**config.mk**
```make
export PLATFORM = sky130hd
export DESIGN_NAME = rx_vector_assembler
export DESIGN_NICKNAME = d
export VERILOG_FILES = /design/src/rtl/rx_vector_assembler.sv
export SDC_FILE = /design/constraint.sdc
export NUM_CORES = 1
export LEC_CHECK = 0
export ABC_AREA = 1
export BUFFER_PORTS_ARGS = -buffer_cell sky130_fd_sc_hd__buf_4
export CAP_MARGIN = 10
export CORE_AREA = 4 4 340 342
export DETAILED_ROUTE_END_ITERATION = 6
export DIE_AREA = 0 0 344 346
export GPL_ROUTABILITY_DRIVEN = 0
export SLEW_MARGIN = 20
export SYNTH_ARGS = -nofsm -noshare
export SYNTH_HDL_FRONTEND = slang
export SYNTH_SLANG_ARGS = --single-unit
```
**constraint.sdc**
```tcl
create_clock -name clk -period 26.8 [get_ports clk]
set_clock_uncertainty 0.2 [all_clocks]
set_input_delay 5.36 -clock clk [delete_from_list [all_inputs] [get_ports clk]]
set_output_delay 5.36 -clock clk [all_outputs]
set_load 0.02 [all_outputs]
```
**src/rtl/rx_vector_assembler.sv**
```systemverilog
// rx_vector_assembler: gathers per-antenna IQ samples into one vector per
// MIMO symbol and queues finished vectors for the downstream detector.
// The arrival order is checked. Out-of-order and bad-configuration samples
// are reported and dropped.
module rx_vector_assembler #(
  parameter int FIFO_DEPTH = 4
) (
  input  logic         clk,
  input  logic         rst_n,
  input  logic [31:0]  sample_in,
  input  logic [2:0]   sample_ant,
  input  logic         sample_valid,
  output logic         sample_ready,
  input  logic [2:0]   mimo_config,
  output logic [255:0] vec_data,
  output logic [3:0]   vec_num_ant,
  output logic         vec_valid,
  input  logic         vec_ready,
  output logic         order_err,
  output logic         cfg_err,
  output logic [7:0]   err_cnt,
  output logic [2:0]   fifo_level
);

  localparam int PTR_W = (FIFO_DEPTH > 1) ? $clog2(FIFO_DEPTH) : 1;
  localparam int LVL_W = $clog2(FIFO_DEPTH) + 1;

  typedef enum logic {
    S_EXPECT0 = 1'b0,
    S_COLLECT = 1'b1
  } state_t;

  state_t             r_state;
  logic [2:0]         r_exp_idx;
  logic [3:0]         r_n;
  logic [255:0]       r_vec;
  logic               r_order_err;
  logic               r_cfg_err;
  logic [7:0]         r_err_cnt;

  logic [255:0]       r_fifo_data [FIFO_DEPTH];
  logic [3:0]         r_fifo_nant [FIFO_DEPTH];
  logic [PTR_W-1:0]   r_wr_ptr;
  logic [PTR_W-1:0]   r_rd_ptr;
  logic [LVL_W-1:0]   r_level;

  logic               w_xfer;
  logic               w_pop;
  logic               w_rsv;
  logic               w_start;
  logic               w_store;
  logic               w_push;
  logic               w_order_err;
  logic               w_cfg_err;
  logic [3:0]         w_cfg_n;
  logic [3:0]         w_push_nant;
  logic [255:0]       w_vec;
  logic [7:0]         w_lane_lsb;

  // Accepting is allowed whenever a slot is free now or one frees at this
  // edge. A push into a full FIFO therefore always coincides with a pop.
  assign vec_valid    = (r_level != '0);
  assign sample_ready = (r_level < LVL_W'(FIFO_DEPTH)) || vec_ready;
  assign w_xfer       = sample_valid && sample_ready;
  assign w_pop        = vec_valid && vec_ready;
  assign w_rsv        = mimo_config[2];
  assign w_cfg_n      = 4'd1 << mimo_config[1:0];
  assign w_lane_lsb   = {sample_ant, 5'b0_0000};

  assign vec_data     = vec_valid ? r_fifo_data[r_rd_ptr] : '0;
  assign vec_num_ant  = vec_valid ? r_fifo_nant[r_rd_ptr] : '0;
  assign order_err    = r_order_err;
  assign cfg_err      = r_cfg_err;
  assign err_cnt      = r_err_cnt;
  assign fifo_level   = 3'(r_level);

  // Classify the accepted sample. Build the updated vector and decide whether it completes.
  always_comb begin
    w_start     = 1'b0;
    w_store     = 1'b0;
    w_push      = 1'b0;
    w_order_err = 1'b0;
    w_cfg_err   = 1'b0;
    w_vec       = r_vec;
    w_push_nant = r_n;
    if (w_xfer) begin
      if (r_state == S_EXPECT0) begin
        if (w_rsv) begin
          w_cfg_err = 1'b1;
        end else if (sample_ant != 3'd0) begin
          w_order_err = 1'b1;
        end else begin
          w_start = 1'b1;
        end
      end else if (sample_ant == r_exp_idx) begin
        w_store = 1'b1;
      end else begin
        // The partial vector is abandoned. Antenna 0 with a usable config restarts at once.
        w_order_err = 1'b1;
        if ((sample_ant == 3'd0) && !w_rsv) begin
          w_start = 1'b1;
        end
      end
    end
    if (w_start) begin
      w_vec        = '0;
      w_vec[31:0]  = sample_in;
      w_push_nant  = w_cfg_n;
      w_push       = (w_cfg_n == 4'd1);
    end else if (w_store) begin
      w_vec[w_lane_lsb +: 32] = sample_in;
      w_push = ({1'b0, r_exp_idx} == (r_n - 4'd1));
    end
  end

  // Assembly FSM with registered error pulses and saturating error counter
  always_ff @(posedge clk) begin
    if (!rst_n) begin
      r_state     <= S_EXPECT0;
      r_exp_idx   <= 3'd0;
      r_n         <= 4'd0;
      r_order_err <= 1'b0;
      r_cfg_err   <= 1'b0;
      r_err_cnt   <= 8'd0;
    end else begin
      r_order_err <= w_order_err;
      r_cfg_err   <= w_cfg_err;
      if ((w_order_err || w_cfg_err) && (r_err_cnt != 8'hFF)) begin
        r_err_cnt <= r_err_cnt + 8'd1;
      end
      if (w_start) begin
        r_n       <= w_cfg_n;
        r_exp_idx <= 3'd1;
        r_state   <= w_push ? S_EXPECT0 : S_COLLECT;
      end else if (w_store) begin
        r_exp_idx <= r_exp_idx + 3'd1;
        if (w_push) begin
          r_state <= S_EXPECT0;
        end
      end else if (w_order_err) begin
        r_state <= S_EXPECT0;
      end
    end
  end

  // Partial-vector lanes. No reset is needed because a new vector always clears them on start.
  always_ff @(posedge clk) begin
    if (w_start || w_store) begin
      r_vec <= w_vec;
    end
  end

  // FIFO pointers and occupancy
  always_ff @(posedge clk) begin
    if (!rst_n) begin
      r_wr_ptr <= '0;
      r_rd_ptr <= '0;
      r_level  <= '0;
    end else begin
      if (w_push) begin
        r_wr_ptr <= r_wr_ptr + PTR_W'(1);
      end
      if (w_pop) begin
        r_rd_ptr <= r_rd_ptr + PTR_W'(1);
      end
      case ({w_push, w_pop})
        2'b10:   r_level <= r_level + LVL_W'(1);
        2'b01:   r_level <= r_level - LVL_W'(1);
        default: r_level <= r_level;
      endcase
    end
  end

  // FIFO storage. The output is gated to zero while empty, so the contents need no reset.
  always_ff @(posedge clk) begin
    if (w_push) begin
      r_fifo_data[r_wr_ptr] <= w_vec;
      r_fifo_nant[r_wr_ptr] <= w_push_nant;
    end
  end

endmodule

```
==> impl_metrics.ini, run 1 <==
[clock_network]
postCtsSetupRepairBufs = 0
cts_resized = 0
postCtsHoldBufs = 0
clk_pin_slew_worst_paths_ns = 0.06
root_buffer = clkbuf_16
htree_num_levels = 4
clockBufferDepth = 3
clkSinkCount = 1323
numCtsBuffers = 138
clock_latency_ns = 0.75
cts_tree = done

[route]
dr.pass1.iters = 6
vias_per_cell = 5.58
vias = 34100
wl_per_cell_um = 24.7
wl_mm = 151
drc = 0
drt-initial-drc-count = 3628
ant_nets = 0

[setup_path]
worstPathArrival_ns = 5.77
cp-end-kind = output port
r2r_end = r_vec[171]$_DFFE_PN_
cp-startpoint = vec_ready
crit_fanout = 2
r2r_slack_ns = 21.79
critical-path-max-stage-delay_ns = 0.17
path_cells = buf_4, inv_1, nand2_1, buf_4
startpoint_type = primary input
reg2reg_from = fifo_level[2]$_SDFFE_PN0P_
critPathRequiredTime_ns = 21.24
crit_slowest_cell = buf_4
setup.worst_path.class = primary input to output port
r2r_cells = 8
path_common_cell = buf_4

[worst_hold_path]
min_path_cells = 2
min_from = r_rd_ptr[1]$_SDFFE_PN0P_
hold_path_class = flop to flop

[die]
die_h_um = 346
rows = 123
io_pins = 317
die-area_um2 = 119000
initial_core_util_pct = 46.9
coreArea_um2 = 112000
die_width_um = 344

[synth]
ys_types = 41
syn_area_per_cell_um2 = 12.3
synth_area_leaders = edfxtp_1 (74%), nor2_1 (8.5%), o21ai_0 (6.2%)
synth_cells = 4270
synth_edf_count = 1296
synthFlopType = edfxtp_1
syn_area_um2 = 52600
yosys_warnings = 0
yosysSeqAreaShare_pct = 75.0
async_flop_share_pct = 0
synth_top_cell_area_share_pct = 73.9
synth-seq-cells = 1323
synth_top_area_cell = edfxtp_1
syn_nets = 4323

[outcome]
status = complete, no violations

[timing]
max_freq_mhz = 88.2
slew_headroom_pct = 15.1
hold_violations = 0
setup_viol = 0
fin_crit_sh_pct = 42.3
finalMaxSlewViolations = 0
worstMarginPinSlew_ns = 1.27
fin_setup_tns_ns = 0
rsz0062_at_grt = no
period_needed_ns = 11.33

[placement]
post_dp_cell_area_um2 = 56200
portBuffers = 316
place_hpwl_mm = 82.4

[cells_and_area]
final_nets = 4554
syn_to_final_growth_pct = 15.1
stdcell_area_um2 = 60600
drive_gt1_share_pct = 13.2
final_cell_mix = edfxtp_1 (1,296), nor2_1 (1,184), o21ai_0 (655), a21oi_1 (385), buf_4 (358)
final_common_cell = edfxtp_1

[grt]
grt.overflow.total = 0
grt_max_degree = 238
grt_pass1_vias = 32100
grt_pass1_wl_mm = 218
track_usage_pct = 24.9
antenna_found_initial = 4

[flow_run]
maxCapViolCount = 0

[power_and_ir_drop]
p_leak_uw = 0.0211
peakVddDrop_uv = 54.1
p_per_area_nw_per_um2 = 80.1
sequential cells by signal, indices dropped and copies added (netlist names), named ones only:
name         count
r_vec          256
cfg_err          1
r_n              4
r_fifo_data   1024
fifo_level       3
r_exp_idx        3
order_err        1
r_state          1
r_fifo_nant     16
r_rd_ptr         2
r_wr_ptr         2
err_cnt          8
critical path: cells and delay by family:
kind	cells	cell delay, ns
simple gates	1	0.08
buf+inv	3	0.34
kinds of logic (layout without fill, tap and decap cells):
| kind of cell | after synthesis | in the layout | synth area share, % |
|---|---|---|---|
| xor+xnor | 8 | 8 | 0.133 |
| flops | 1323 | 1323 | 75.0 |
| buf+inv | 356 | 695 | 2.80 |
| simple gates | 1464 | 1464 | 10.9 |
| other cells | 0 | 3 | 0 |
| compound gates | 1108 | 1108 | 10.9 |
| fa+ha+maj | 11 | 11 | 0.276 |
per-stage QoR:
stage / hold WS, ns / utilization, % / setup slack (ns) / std cells / power, uW
after floorplan: 0.236 / - / 8.34 / 4270 / 2710
after global placement: 0.239 / 50.0 / 15.44 / 5861 / 3050
after detailed placement: 0.244 / 50.0 / 15.46 / 5861 / 3060
after CTS: 0.258 / 53.9 / 15.46 / 6109 / 4890
final: 0.258 / 53.9 / 15.47 / 6112 / 4850
after global routing: 0.284 / 53.9 / 15.42 / 6109 / 5020
cell type report:
class | instances | area (um2)
Antenna cell | 3 | 7.51
Clock buffer | 175 | 3740
Clock inverter | 73 | 601
Fill cell | 9418 | 51800
Inverter | 82 | 323
Multi-Input combinational cell | 2591 | 11800
Sequential cell | 1323 | 39500
Tap cell | 1500 | 1880
Timing Repair Buffer | 365 | 2790
synthesized netlist by cell type (3+ instances only):
cell and n:
inv_2 9, o21ai_1 35, o31ai_1 5, a211oi_1 3, edfxtp_1 1296, a21oi_1 385
buf_4 16, clkbuf_1 204, dfxtp_1 27, buf_6 6, nor2_1 1189, o21ai_0 655
a211oi_2 19, xnor2_1 3, inv_1 73, nor2_2 3, xor2_1 5, nor3_1 8
ha_1 10, buf_1 23, nand3_1 86, nand2_1 160, buf_2 24, o211a_1 3
power breakdown:
part           internal, uW  switching, uW
registers              2260           10.2
clock network          1070            780
logic                   201            531
total                  3530           1320
layer usage:
| layer | vias to the layer above | GRT usage (%) | share of wire (%) |
|---|---|---|---|
| met5 | - | 0 | 0 |
| met4 | 0 | 7.90 | 2.9 |
| met3 | 203 | 4.75 | 7.7 |
| met2 | 1313 | 39.2 | 47 |
| met1 | 16900 | 35.2 | 43 |
| li1 | 15700 | - | - |
how the worst max path moves through the flow:
stage                     slack, ns                     endpoint  cells after the start
after floorplan                8.34  r_fifo_data[0][0]$_DFFE_PP_                      9
after global routing          15.42                 sample_ready                      4
after global placement        15.44                 sample_ready                      4
after detailed placement      15.46                 sample_ready                      4
final                         15.47                 sample_ready                      4
after CTS                     15.46                 sample_ready                      4
Note: power is estimated with default switching activity, not from simulation.
==> run 2, diff against run 1 <==
Clock period 26.8 ns to 10.9 ns, I/O delays scaled along.
==> impl_metrics.ini, run 2 (synthesis gave the netlist of run 1 again) <==
[route]
drt-initial-drc-count = 3683
wl_per_cell_um = 24.5
drc = 0
dr.pass1.iters = 5
vias_per_cell = 5.59
ant_nets = 0
wl_mm = 149
vias = 34100

[timing]
whs_ns = 0.281
rsz0062_at_grt = no
period_needed_ns = 7.34
setup_viol = 0
max_freq_mhz = 136
fin_crit_sh_pct = 67.3
hold_violations = 0
slew_headroom_pct = 18.3
finalMaxSlewViolations = 0
worstMarginPinSlew_ns = 1.22
fin_setup_tns_ns = 0

[power_and_ir_drop]
p_leak_uw = 0.0210
p_per_area_nw_per_um2 = 195
peakVddDrop_uv = 149

[setup_path]
r2r_cells = 9
crit_fanout = 208
setup.worst_path.class = flop to output port
startpoint_type = flop
critPathRequiredTime_ns = 8.52
cp-end-kind = output port
r2r_end = r_fifo_data[2][180]$_DFFE_PP_
r2r_slack_ns = 6.64
reg2reg_from = fifo_level[2]$_SDFFE_PN0P_
worstPathArrival_ns = 4.96

[cells_and_area]
regArea_um2 = 39500
final_cell_mix = edfxtp_1 (1,296), nor2_1 (1,184), o21ai_0 (655), a21oi_1 (385), buf_4 (345)
fillers = 9510
drive_gt1_share_pct = 12.8
final_nets = 4543
reg_top3 = r_fifo_data x1024, r_vec x256, r_fifo_nant x16
final_common_cell = edfxtp_1
largest_reg_flops = 1024
fin_util_pct = 53.8
syn_to_final_growth_pct = 14.8
multiInputGateArea_um2 = 11800
largest_register = r_fifo_data

[placement]
place_hpwl_mm = 80.3
portBuffers = 316

[die]
die_h_um = 346
coreArea_um2 = 112000
initial_core_util_pct = 46.9
die-area_um2 = 119000
io_pins = 317
die_width_um = 344
rows = 123

[grt]
grt_max_degree = 209
track_usage_pct = 24.5
grt_pass1_vias = 31600
antenna_found_initial = 7
grt.overflow.total = 0
grt_pass1_wl_mm = 216

[clock_network]
root_buffer = clkbuf_16
postCtsSetupRepairBufs = 0
numCtsBuffers = 136
postCtsHoldBufs = 0
cts_resized = 0
htree_num_levels = 4
clock_latency_ns = 0.74
clkSinkCount = 1323
clk_pin_slew_worst_paths_ns = 0.06
cts_tree = done
clockBufferDepth = 3

[outcome]
status = complete, no violations

[worst_hold_path]
hold_path_class = flop to flop
min_path_cells = 1
whs_endpoint = r_rd_ptr[0]$_SDFFE_PN0P_
min_from = r_rd_ptr[0]$_SDFFE_PN0P_

[flow_run]
maxCapViolCount = 0
## run 2: changes by cell type in the layout (fill, tap and decap cells not counted), sizes merged
cell / before / now
clkinvlp: 6 / 3
bufinv: 8 / 5
clkbuf: 175 / 178
inv: 87 / 86
buf: 365 / 356
clkinv: 54 / 50
## run 2: per-stage QoR
stage / cells / total power (uW) / setup WS [ns] / cell area, um2
floorplan: 4270 / 6660 / -4.38 / 52600
global placement: 5851 / 7500 / 4.24 / 56200
detailed placement: 5851 / 7500 / 4.15 / 56200
CTS: 6091 / 11800 / 3.79 / 60400
global route: 6092 / 12200 / 3.42 / 60400
finish: 6095 / 11800 / 3.56 / 60400
## run 2: critical path, cell delays in order (launching register included)
cell and delay, ns:
dfxtp_4 0.95, buf_4 0.83, buf_12 0.69, nor2_1 0.11, nor2_1 0.14, o21ai_0 0.10, a21oi_1 0.70, buf_4 0.27
## run 2: area by class of cell
class	instances	share of cell area (%)
inverters	82	0.534
multi-input cells	2591	19.5
clock buffers	178	6.10
repair buffers	356	4.65
clock inverters	62	0.773
diodes	3	0.0124
flip-flops and latches	1323	65.3
well taps	1500	3.11
## run 2: layer usage
layer | part of all wire, % | track usage, % | vias to the layer above
li1 | - | - | 15700
met1 | 42 | 35.3 | 16800
met2 | 47 | 38.1 | 1356
met3 | 8.0 | 4.81 | 205
met4 | 2.7 | 7.23 | 0
met5 | 0 | 0 | -
## run 2: power by group
part | total [uW] | leakage [uW] | switching (uW) | internal, uW
Clock | 4380 | 0.00202 | 1880 | 2500
Sequential | 5600 | 0.0119 | 31.8 | 5570
Combinational | 1780 | 0.00704 | 1290 | 499
Total | 11800 | 0.0210 | 3200 | 8560
## run 2: worst max-delay path by stage
| stage | start | endpoint | cells past startpoint |
|---|---|---|---|
| after floorplan | sample_ant[0] | r_fifo_data[0][0]$_DFFE_PP_ | 9 |
| after global placement | sample_ant[0] | r_fifo_data[2][161]$_DFFE_PP_ | 12 |
| after detailed placement | sample_ant[0] | r_fifo_data[2][161]$_DFFE_PP_ | 12 |
| after CTS | flop | vec_data[35] | 7 |
| after global routing | flop | vec_data[35] | 7 |
| final | flop | vec_data[35] | 7 |
